==> config.mk <==
export PLATFORM = sky130hd
export DESIGN_NAME = bram_arbiter
export DESIGN_NICKNAME = d
export VERILOG_FILES = /design/src/rtl/bram_arbiter_pkg.sv /design/src/rtl/bram_arbiter_rr_arb2.sv /design/src/rtl/bram_arbiter.sv
export SDC_FILE = /design/constraint.sdc
export NUM_CORES = 1
export LEC_CHECK = 0
export BUFFER_PORTS_ARGS = -buffer_cell sky130_fd_sc_hd__buf_4
export CORE_MARGIN = 2
export CORE_UTILIZATION = 46
export CTS_BUF_LIST = sky130_fd_sc_hd__clkbuf_16
export DETAILED_ROUTE_END_ITERATION = 12
export MAX_ROUTING_LAYER = met4
export PLACE_DENSITY = 0.8
export SLEW_MARGIN = 10
export SYNTH_ARGS = -nofsm -noshare
export SYNTH_HDL_FRONTEND = slang
export SYNTH_SLANG_ARGS = --single-unit
==> constraint.sdc <==
create_clock -name clk -period 2.6 [get_ports clk]
set_input_delay 0.13 -clock clk [delete_from_list [all_inputs] [get_ports clk]]
set_output_delay 0.13 -clock clk [all_outputs]
set_load 0.05 [all_outputs]
==> src/rtl/bram_arbiter_pkg.sv <==
// Shared definitions for the BRAM arbiter: controller states, requester count
// and requester id width.
package bram_arb_pkg;

    typedef enum logic {
        ST_CLEAR,
        ST_RUN
    } state_t;

    localparam int NUM_REQ = 2;
    localparam int ID_W    = 1;

endpackage

==> src/rtl/bram_arbiter_rr_arb2.sv <==
// Two-way round-robin arbiter: grants the preferred requester if valid, else the
// other; after a grant the preference moves to the requester that lost.
module rr_arb2
    import bram_arb_pkg::*;
(
    input  logic               clk,
    input  logic               rst,
    input  logic [NUM_REQ-1:0] valid,
    input  logic               grant_en,
    output logic [NUM_REQ-1:0] grant
);

    logic ptr;

    always_comb begin
        grant = '0;
        if (grant_en) begin
            if (valid[ptr]) begin
                grant[ptr] = 1'b1;
            end else if (valid[~ptr]) begin
                grant[~ptr] = 1'b1;
            end
        end
    end

    // Granting requester 0 makes requester 1 preferred, and vice versa.
    always_ff @(posedge clk or posedge rst) begin
        if (rst) begin
            ptr <= 1'b0;
        end else if (|grant) begin
            ptr <= grant[0];
        end
    end

endmodule

==> src/rtl/bram_arbiter.sv <==
// Shares one single-bit simple-dual-port BRAM between two requesters: clears the
// memory after reset or on request, then round-robin arbitrates reads and writes.
module bram_arbiter
    import bram_arb_pkg::*;
#(
    parameter int ADDR_W = 17
) (
    input  logic                  clk,
    input  logic                  rst,
    input  logic                  clear_req,
    output logic                  clear_done,
    input  logic [1:0]            rd_valid,
    input  logic [2*ADDR_W-1:0]   rd_addr,
    output logic [1:0]            rd_ready,
    output logic                  rd_rsp_valid,
    output logic                  rd_rsp_id,
    output logic                  rd_rsp_data,
    input  logic [1:0]            wr_valid,
    input  logic [2*ADDR_W-1:0]   wr_addr,
    input  logic [1:0]            wr_data,
    output logic [1:0]            wr_ready,
    output logic [ADDR_W-1:0]     bram_read_addr,
    output logic [ADDR_W-1:0]     bram_write_addr,
    output logic                  bram_write_val,
    output logic                  bram_write_en,
    input  logic                  bram_read_val
);

    state_t              state;
    logic [ADDR_W-1:0]   clear_cnt;
    logic                grant_en;
    logic [NUM_REQ-1:0]  wr_grant;
    logic [NUM_REQ-1:0]  rd_grant;
    logic [NUM_REQ-1:0]  rd_elig;
    logic                wr_fire;
    logic                rd_fire;
    logic [ID_W-1:0]     wr_sel;
    logic [ID_W-1:0]     rd_sel;
    logic [ADDR_W-1:0]   wr_sel_addr;
    logic [ADDR_W-1:0]   rd_sel_addr;
    logic                pipe_valid;
    logic [ID_W-1:0]     pipe_id;

    assign grant_en   = (state == ST_RUN) && !clear_req;
    assign clear_done = (state == ST_RUN);

    rr_arb2 u_wr_arb (
        .clk      (clk),
        .rst      (rst),
        .valid    (wr_valid),
        .grant_en (grant_en),
        .grant    (wr_grant)
    );

    assign wr_fire     = |wr_grant;
    assign wr_sel      = wr_grant[1];
    assign wr_sel_addr = wr_sel ? wr_addr[2*ADDR_W-1:ADDR_W] : wr_addr[ADDR_W-1:0];

    // A read colliding with this cycle's granted write would see pre-write data,
    // so it is held back one cycle.
    always_comb begin
        rd_elig = '0;
        for (int unsigned i = 0; i < NUM_REQ; i++) begin
            rd_elig[i] = rd_valid[i] &&
                         !(wr_fire && (rd_addr[i*ADDR_W +: ADDR_W] == wr_sel_addr));
        end
    end

    rr_arb2 u_rd_arb (
        .clk      (clk),
        .rst      (rst),
        .valid    (rd_elig),
        .grant_en (grant_en),
        .grant    (rd_grant)
    );

    assign rd_fire     = |rd_grant;
    assign rd_sel      = rd_grant[1];
    assign rd_sel_addr = rd_sel ? rd_addr[2*ADDR_W-1:ADDR_W] : rd_addr[ADDR_W-1:0];

    assign rd_ready    = rd_grant;
    assign wr_ready    = wr_grant;
    assign rd_rsp_data = rd_rsp_valid & bram_read_val;

    always_ff @(posedge clk or posedge rst) begin
        if (rst) begin
            state           <= ST_CLEAR;
            clear_cnt       <= '0;
            bram_write_en   <= 1'b0;
            bram_write_addr <= '0;
            bram_write_val  <= 1'b0;
            bram_read_addr  <= '0;
            pipe_valid      <= 1'b0;
            pipe_id         <= '0;
            rd_rsp_valid    <= 1'b0;
            rd_rsp_id       <= 1'b0;
        end else begin
            // Read pipeline runs in every state so in-flight reads finish during a clear.
            pipe_valid   <= rd_fire;
            rd_rsp_valid <= pipe_valid;
            rd_rsp_id    <= pipe_id;
            if (rd_fire) begin
                pipe_id        <= rd_sel;
                bram_read_addr <= rd_sel_addr;
            end

            case (state)
                ST_CLEAR: begin
                    bram_write_en   <= 1'b1;
                    bram_write_val  <= 1'b0;
                    bram_write_addr <= clear_cnt;
                    clear_cnt       <= clear_cnt + ADDR_W'(1);
                    if (clear_cnt == '1) begin
                        state <= ST_RUN;
                    end
                end
                ST_RUN: begin
                    bram_write_en <= wr_fire;
                    if (wr_fire) begin
                        bram_write_addr <= wr_sel_addr;
                        bram_write_val  <= wr_data[wr_sel];
                    end
                    if (clear_req) begin
                        state     <= ST_CLEAR;
                        clear_cnt <= '0;
                    end
                end
                default: state <= ST_CLEAR;
            endcase
        end
    end

endmodule
# After elaboration in Yosys (flattened, before gate mapping)
# Cells that the tools add are included.
dict set report totals {
  out_inout_bits 44
  input_bits 78
  reg_bits 60
  elab_cells 81
}
dict set report classes {
  mux 36
  n_eq_ne 5
  order_cmp 9
  n_bitwise 4
  addsub 1
  reduce_logical 14
}
# operator count
set op_table {}
lappend op_table {{17-bit two-way mux} 4}
lappend op_table {{17-bit one-hot mux with 2 select lines} 2}
lappend op_table {{17-bit equality test} 2}
lappend op_table {{17-bit by 1-bit adder with 17-bit output (second input constant)} 1}
lappend op_table {{17-bit equality test (second input constant)} 1}
lappend op_table {{1-bit two-way mux} 17}
lappend op_table {{2-bit two-way mux} 6}
lappend op_table {{1-bit by 2-bit less-than comparator with 1-bit output (second input constant)} 5}
lappend op_table {{1-bit logical AND} 9}
lappend op_table {{1-bit one-hot mux with 2 select lines} 3}
lappend op_table {{1-bit demux with 1-bit select} 4}
lappend op_table {{1-bit >= comparator (second input constant)} 4}
lappend op_table {{2-bit OR reduction} 2}
lappend op_table {{1-bit logical NOT} 3}
lappend op_table {{1-bit NOT} 3}
lappend op_table {{2-bit by 1-bit != test with 1-bit output (second input constant)} 1}
lappend op_table {{2-bit != test (second input constant)} 1}
lappend op_table {{1-bit bitwise AND} 1}

# Depth between registers and ports, before layout
dict set report logic_depth {
  word_depth 19
  mapped_depth 14
  ltp_nobuf 9
}

# Modules after synthesis
# A second synthesis with hierarchy kept.
dict set report hier_totals {
  hier_cells 384
  hier_area_um2 3632.2
}
# mod n_inst area_per_inst_um2 seq_area_each_um2 cells_each
set by_module_without_submodules {}
lappend by_module_without_submodules {bram_arbiter 1 3502.1 1451.4 366}
lappend by_module_without_submodules {rr_arb2 2 65.1 25.0 9}

# Least setup slack after synthesis
# No wires, ideal clock.
dict set report synth_timing {
  kind {register to register}
  start {register state, in the netlist clear_done}
  end {register bram_read_addr[4]}
  arrival_time_ps 2913
  n_path_buf 2
  path_stages_with_launch 11
  t_required_ps 2454
  synth_period_minus_slack_ps 3059
  path_slack_ps -459
  setup_ps 146
  path_cell_list {dfrtp_1 and3b_1 buf_6 nand2_4 or4_1 a222oi_1 nand4_1 and3_1 nor3_2 buf_2 a222oi_1}
}
dict set report synth_between {
  elab_chain_cells 13
  word_cells_on_any_way 21
  classes_between {eq/ne: 2; mux: 10; reduce/logical: 9}
}
# element line
set synth_lines {}
lappend synth_lines {{start: declaration} bram_arbiter.sv:29} ;# state_t state;
lappend synth_lines {{start signal: assignment} bram_arbiter.sv:87} ;# state <= ST_CLEAR;
lappend synth_lines {{start signal: assignment} bram_arbiter.sv:114} ;# state <= ST_RUN;
lappend synth_lines {{start signal: assignment} bram_arbiter.sv:124} ;# state <= ST_CLEAR;
lappend synth_lines {{1-bit logical AND (*)} bram_arbiter.sv:44} ;# assign grant_en = (state == ST_RUN) && !clear_req;
lappend synth_lines {{2-bit two-way mux} bram_arbiter_rr_arb2.sv:17} ;# if (grant_en) begin
lappend synth_lines {{17-bit two-way mux} bram_arbiter.sv:57} ;# assign wr_sel_addr = wr_sel ? wr_addr[2*ADDR_W-1:ADDR_W] : wr_addr[ADDR_W-1:0];
lappend synth_lines {{17-bit equality test} bram_arbiter.sv:65} ;# !(wr_fire && (rd_addr[i*ADDR_W +: ADDR_W] == wr_sel_addr));
lappend synth_lines {{1-bit logical AND} bram_arbiter.sv:65}
lappend synth_lines {{1-bit logical NOT} bram_arbiter.sv:65}
lappend synth_lines {{1-bit logical AND} bram_arbiter.sv:64} ;# rd_elig[i] = rd_valid[i] &&
lappend synth_lines {{1-bit two-way mux (implied by the code) (2 in series)} bram_arbiter_rr_arb2.sv:20} ;# end else if (valid[~ptr]) begin
lappend synth_lines {{2-bit two-way mux} bram_arbiter_rr_arb2.sv:20}
lappend synth_lines {{2-bit two-way mux} bram_arbiter_rr_arb2.sv:18} ;# if (valid[ptr]) begin
lappend synth_lines {{2-bit two-way mux (*)} bram_arbiter_rr_arb2.sv:17}
lappend synth_lines {{via rd_ready[0]} bram_arbiter.sv:14} ;# output logic [1:0] rd_ready,
lappend synth_lines {{2-bit OR reduction (*)} bram_arbiter.sv:77} ;# assign rd_fire = |rd_grant;
lappend synth_lines {{end signal: assignment} bram_arbiter.sv:104} ;# bram_read_addr <= rd_sel_addr;
lappend synth_lines {{end: declaration} bram_arbiter.sv:22} ;# output logic [ADDR_W-1:0] bram_read_addr,
# The timed path passes the listed nets; every way through them passes the cells marked *. The select of a mux whose other input is x is not followed.
# A chain may end at the register's enable or synchronous reset.

# Final worst setup path
dict set report layout_timing {
  start {register state, in the netlist clear_done}
  end {output port rd_ready[0]}
}
dict set report layout_between {
  elab_chain_cells 12
  word_cells_on_any_way 19
  classes_between {eq/ne: 2; mux: 9; reduce/logical: 8}
}
# element line
set layout_lines {}
lappend layout_lines {{1-bit logical AND (*)} bram_arbiter.sv:44}
lappend layout_lines {{2-bit two-way mux} bram_arbiter_rr_arb2.sv:17}
lappend layout_lines {{17-bit two-way mux} bram_arbiter.sv:57}
lappend layout_lines {{17-bit equality test} bram_arbiter.sv:65}
lappend layout_lines {{1-bit logical AND} bram_arbiter.sv:65}
lappend layout_lines {{1-bit logical NOT} bram_arbiter.sv:65}
lappend layout_lines {{1-bit logical AND} bram_arbiter.sv:64}
lappend layout_lines {{1-bit two-way mux (implied by the code) (2 in series)} bram_arbiter_rr_arb2.sv:20}
lappend layout_lines {{2-bit two-way mux} bram_arbiter_rr_arb2.sv:20}
lappend layout_lines {{2-bit two-way mux} bram_arbiter_rr_arb2.sv:18}
lappend layout_lines {{2-bit two-way mux (*)} bram_arbiter_rr_arb2.sv:17}
lappend layout_lines {{end: declaration} bram_arbiter.sv:14}
# Every way passes the cells marked *; elsewhere a longest branch is shown, timed or not. The select of a mux whose other input is x is not followed.

==> results.cfg <==
[synthesis]
syn_nets = 499
yosysUniqueCellTypes = 56
seq_area_frac_synth_pct = 39.8
ys_top_cells_by_count = 64 x inv_1, 60 x dfrtp_1, 36 x nand2_1
synth_edf_count = 0
syn_inst = 419
postSynthAreaPerCell_sq_um = 9.01
netlist.top_cell.by_area = dfrtp_1
synth_top_area_share_pct = 39.8
yosysWarnings = 0
synth_area_sq_mm = 0.00377
synth_ff_type = dfrtp_1
synth-seq-cells = 60
synthArstFlopShare_pct = 100
synth.most_common_cell = inv_1
synthTopCellsByArea = dfrtp_1 40%, inv_1 6.4%, a222oi_1 5.6%, o22ai_1 4.6%, xor2_1 4.4%

[pwr]
fin_total_pwr_w = 0.00378
power_density_mw_per_mm2 = 683
peakVddDrop_v = 0.000548
cellLeakagePower_nw = 2.70

[clocking]
cts_tree = yes
cts.sinks = 60
cts_root_buf = clkbuf_16
clk_latency_ps = 330
cts_made_buffers = 9
path_clk_slew_ps = 60
cts_buffer_depth = 2
ctsHtreeMaxLevel = 3

[sta]
setup_violations = 21
worstMarginPinSlew_ps = 599
relSlewSlack_pct = 59.8
fmax_ghz = 0.351
finClkSkew_ps = 4.38
period_share_pct = 110
rsz0062_at_grt = yes
fin_crit_ps = 2850
setup_ws_ps = -251
slew_viol_final = 0
finalHoldViolCount = 0

[setup_path]
r2r_cells = 12
regToRegEndpoint = bram_read_addr[7]
reg2reg_setup_slack_ps = -170
crit_arrival_ps = 2720
critPathMaxStageDelay_ps = 390
crit_type = register to primary output
worstPathRequired_ps = 2470
cp_top_family = simple AND/OR/NAND/NOR gates
cp-end-kind = primary output
critical_path_buf_inv_count = 3
start_kind = register
cp_max_fo = 5
cp_cell_sequence = and3b_2 > buf_4 > and3_1 > or3_1 > a222oi_1 > nand4_1 > and3_1 > nor3_2 > buf_4 > buf_8
crit_slowest_cell = dfrtp_2
r2r_start = clear_done

[routing]
wl_per_cell_um = 20.7
via_count = 4195
drt_iter0_markers = 550
viasPerCell = 6.01
postRouteAntennaNets = 0
first_pass_iters = 7
routed_wirelength_mm = 14.4
drc = 0

[grt]
grt_use_total_pct = 34.1
grt_pass1_vias = 4152
grt_max_degree = 38
grt_antenna_before_repair = 0
grt.overflow.total = 0
grt_pass1_wl_mm = 22.2

[die]
num_rows = 33
core_area_sq_mm = 0.00809
pin_count = 122
die-area_sq_mm = 0.00894
dieWidth_um = 94.6
dieHeight_um = 94.6
start_util_pct = 46.6

[placement]
place.gp.congestion = 1.05
dp_cells = 675
dp_hpwl_mm = 11.3
numPortBuffers = 121

[layout]
final_layout_size_suffix_gt1_share_pct = 36.4
multi_input_area_sq_mm = 0.00195
insertedDiodeCount = 0
fillers = 681
area_growth_pct = 46.8
fin_nets = 668
ff_latch_area_sq_mm = 0.00150
final-instance-count-excl-fill = 698
final_util_pct = 68.4

[min_path]
hold_start = rd_addr[25]
whs_path_depth = 3
holdPathEnd = bram_read_addr[8]
hold_class = primary input to register

[run]
maxCapViolations = 0

[outcome]
violations = setup timing
status = finished with violations
[worst min-delay path: stages]
cell and delay [ps]:
buf_4 130, inv_1 50, a222oi_1 60
[sequential cells by signal (all words and copies together) (netlist names)]
signal	count
pipe_valid	1
u_rd_arb.ptr	1
clear_done	1
bram_write_en	1
bram_write_val	1
u_wr_arb.ptr	1
bram_read_addr	17
rd_rsp_id	1
bram_write_addr	17
pipe_id	1
clear_cnt	17
rd_rsp_valid	1
[what timing repair did]
action,in CTS,in global routing
buffers inserted,2,4
pin swaps,7,6
endpoints found under the hold margin,16,0
gates resized for setup,16,7
endpoints found under the setup margin,21,21
hold buffers,1,0
[worst max-delay path by stage]
stage	start	end	slack [ps]	cells past startpoint
detailed placement	clear_done	bram_read_addr[6]	-190	12
finish	clear_done	rd_ready[0]	-250	10
floorplan	clear_done	bram_read_addr[4]	-110	10
CTS	clear_done	rd_ready[0]	-240	9
global placement	clear_done	bram_read_addr[9]	-150	11
global route	clear_done	rd_ready[0]	-370	9
[stage by stage]
step	cell area, sq um	TNS (ps)	hold slack, ps	setup slack (ps)
floorplan	3810	-1570	267	-107
global placement	5140	-2100	152	-155
detailed placement	5140	-3140	154	-187
CTS	5480	-2570	80.0	-240
global route	5540	-5490	87.6	-369
finish	5540	-2880	78.9	-251
[cells in the final DEF (no fill, tap or decap), drive strengths merged, types with 5 or more instances in the layout]
cell,netlist,routed
or3,5,5
dfrtp,60,60
o22ai,28,28
nand2b,8,8
a222oi,21,21
clkinv,1,5
clkbuf,8,9
nor2,20,20
nor3,10,10
nand2,37,37
and3,7,7
buf,13,178
a21oi,15,15
a221o,15,15
inv,66,67
nand3,7,7
xor2,19,19
mux2i,5,5
xnor2,16,16
o21ai,8,8
[area by class of cell]
class                      instances  share of cell area (%)
multi-input combinational        271                    35.3
sequential                        60                    27.1
timing repair buffer             179                    25.8
inverter                          67                    4.63
clock buffer                       9                    4.07
tap                              105                    2.37
clock inverter                     7                   0.768
[cell families after synthesis]
kind of cell / count (synthesis) / share of synthesized area, %
compound gates: 118 / 24.8
buf+inv: 88 / 9.95
mux: 7 / 1.92
simple gates: 109 / 14.7
flops: 60 / 39.8
xor+xnor: 35 / 8.12
fa+ha+maj: 2 / 0.663
[layer usage]
metal | vias to the layer above | wire (um) | global-route usage [%] | part of all wire (%)
li1 | 1865 | - | - | -
met1 | 2029 | 5820 | 43.6 | 40
met2 | 255 | 6850 | 54.2 | 47
met3 | 46 | 1260 | 5.99 | 8.7
met4 | 0 | 501 | 13.2 | 3.5
met5 | - | 0 | - | 0
[report_power, final]
group | total, W | internal [W] | switching (W)
sequential | 0.00135 | 0.00115 | 0.000202
clock | 0.00110 | 0.000639 | 0.000460
combinational | 0.00134 | 0.000530 | 0.000805
Power figures use the tool's default switching activity.
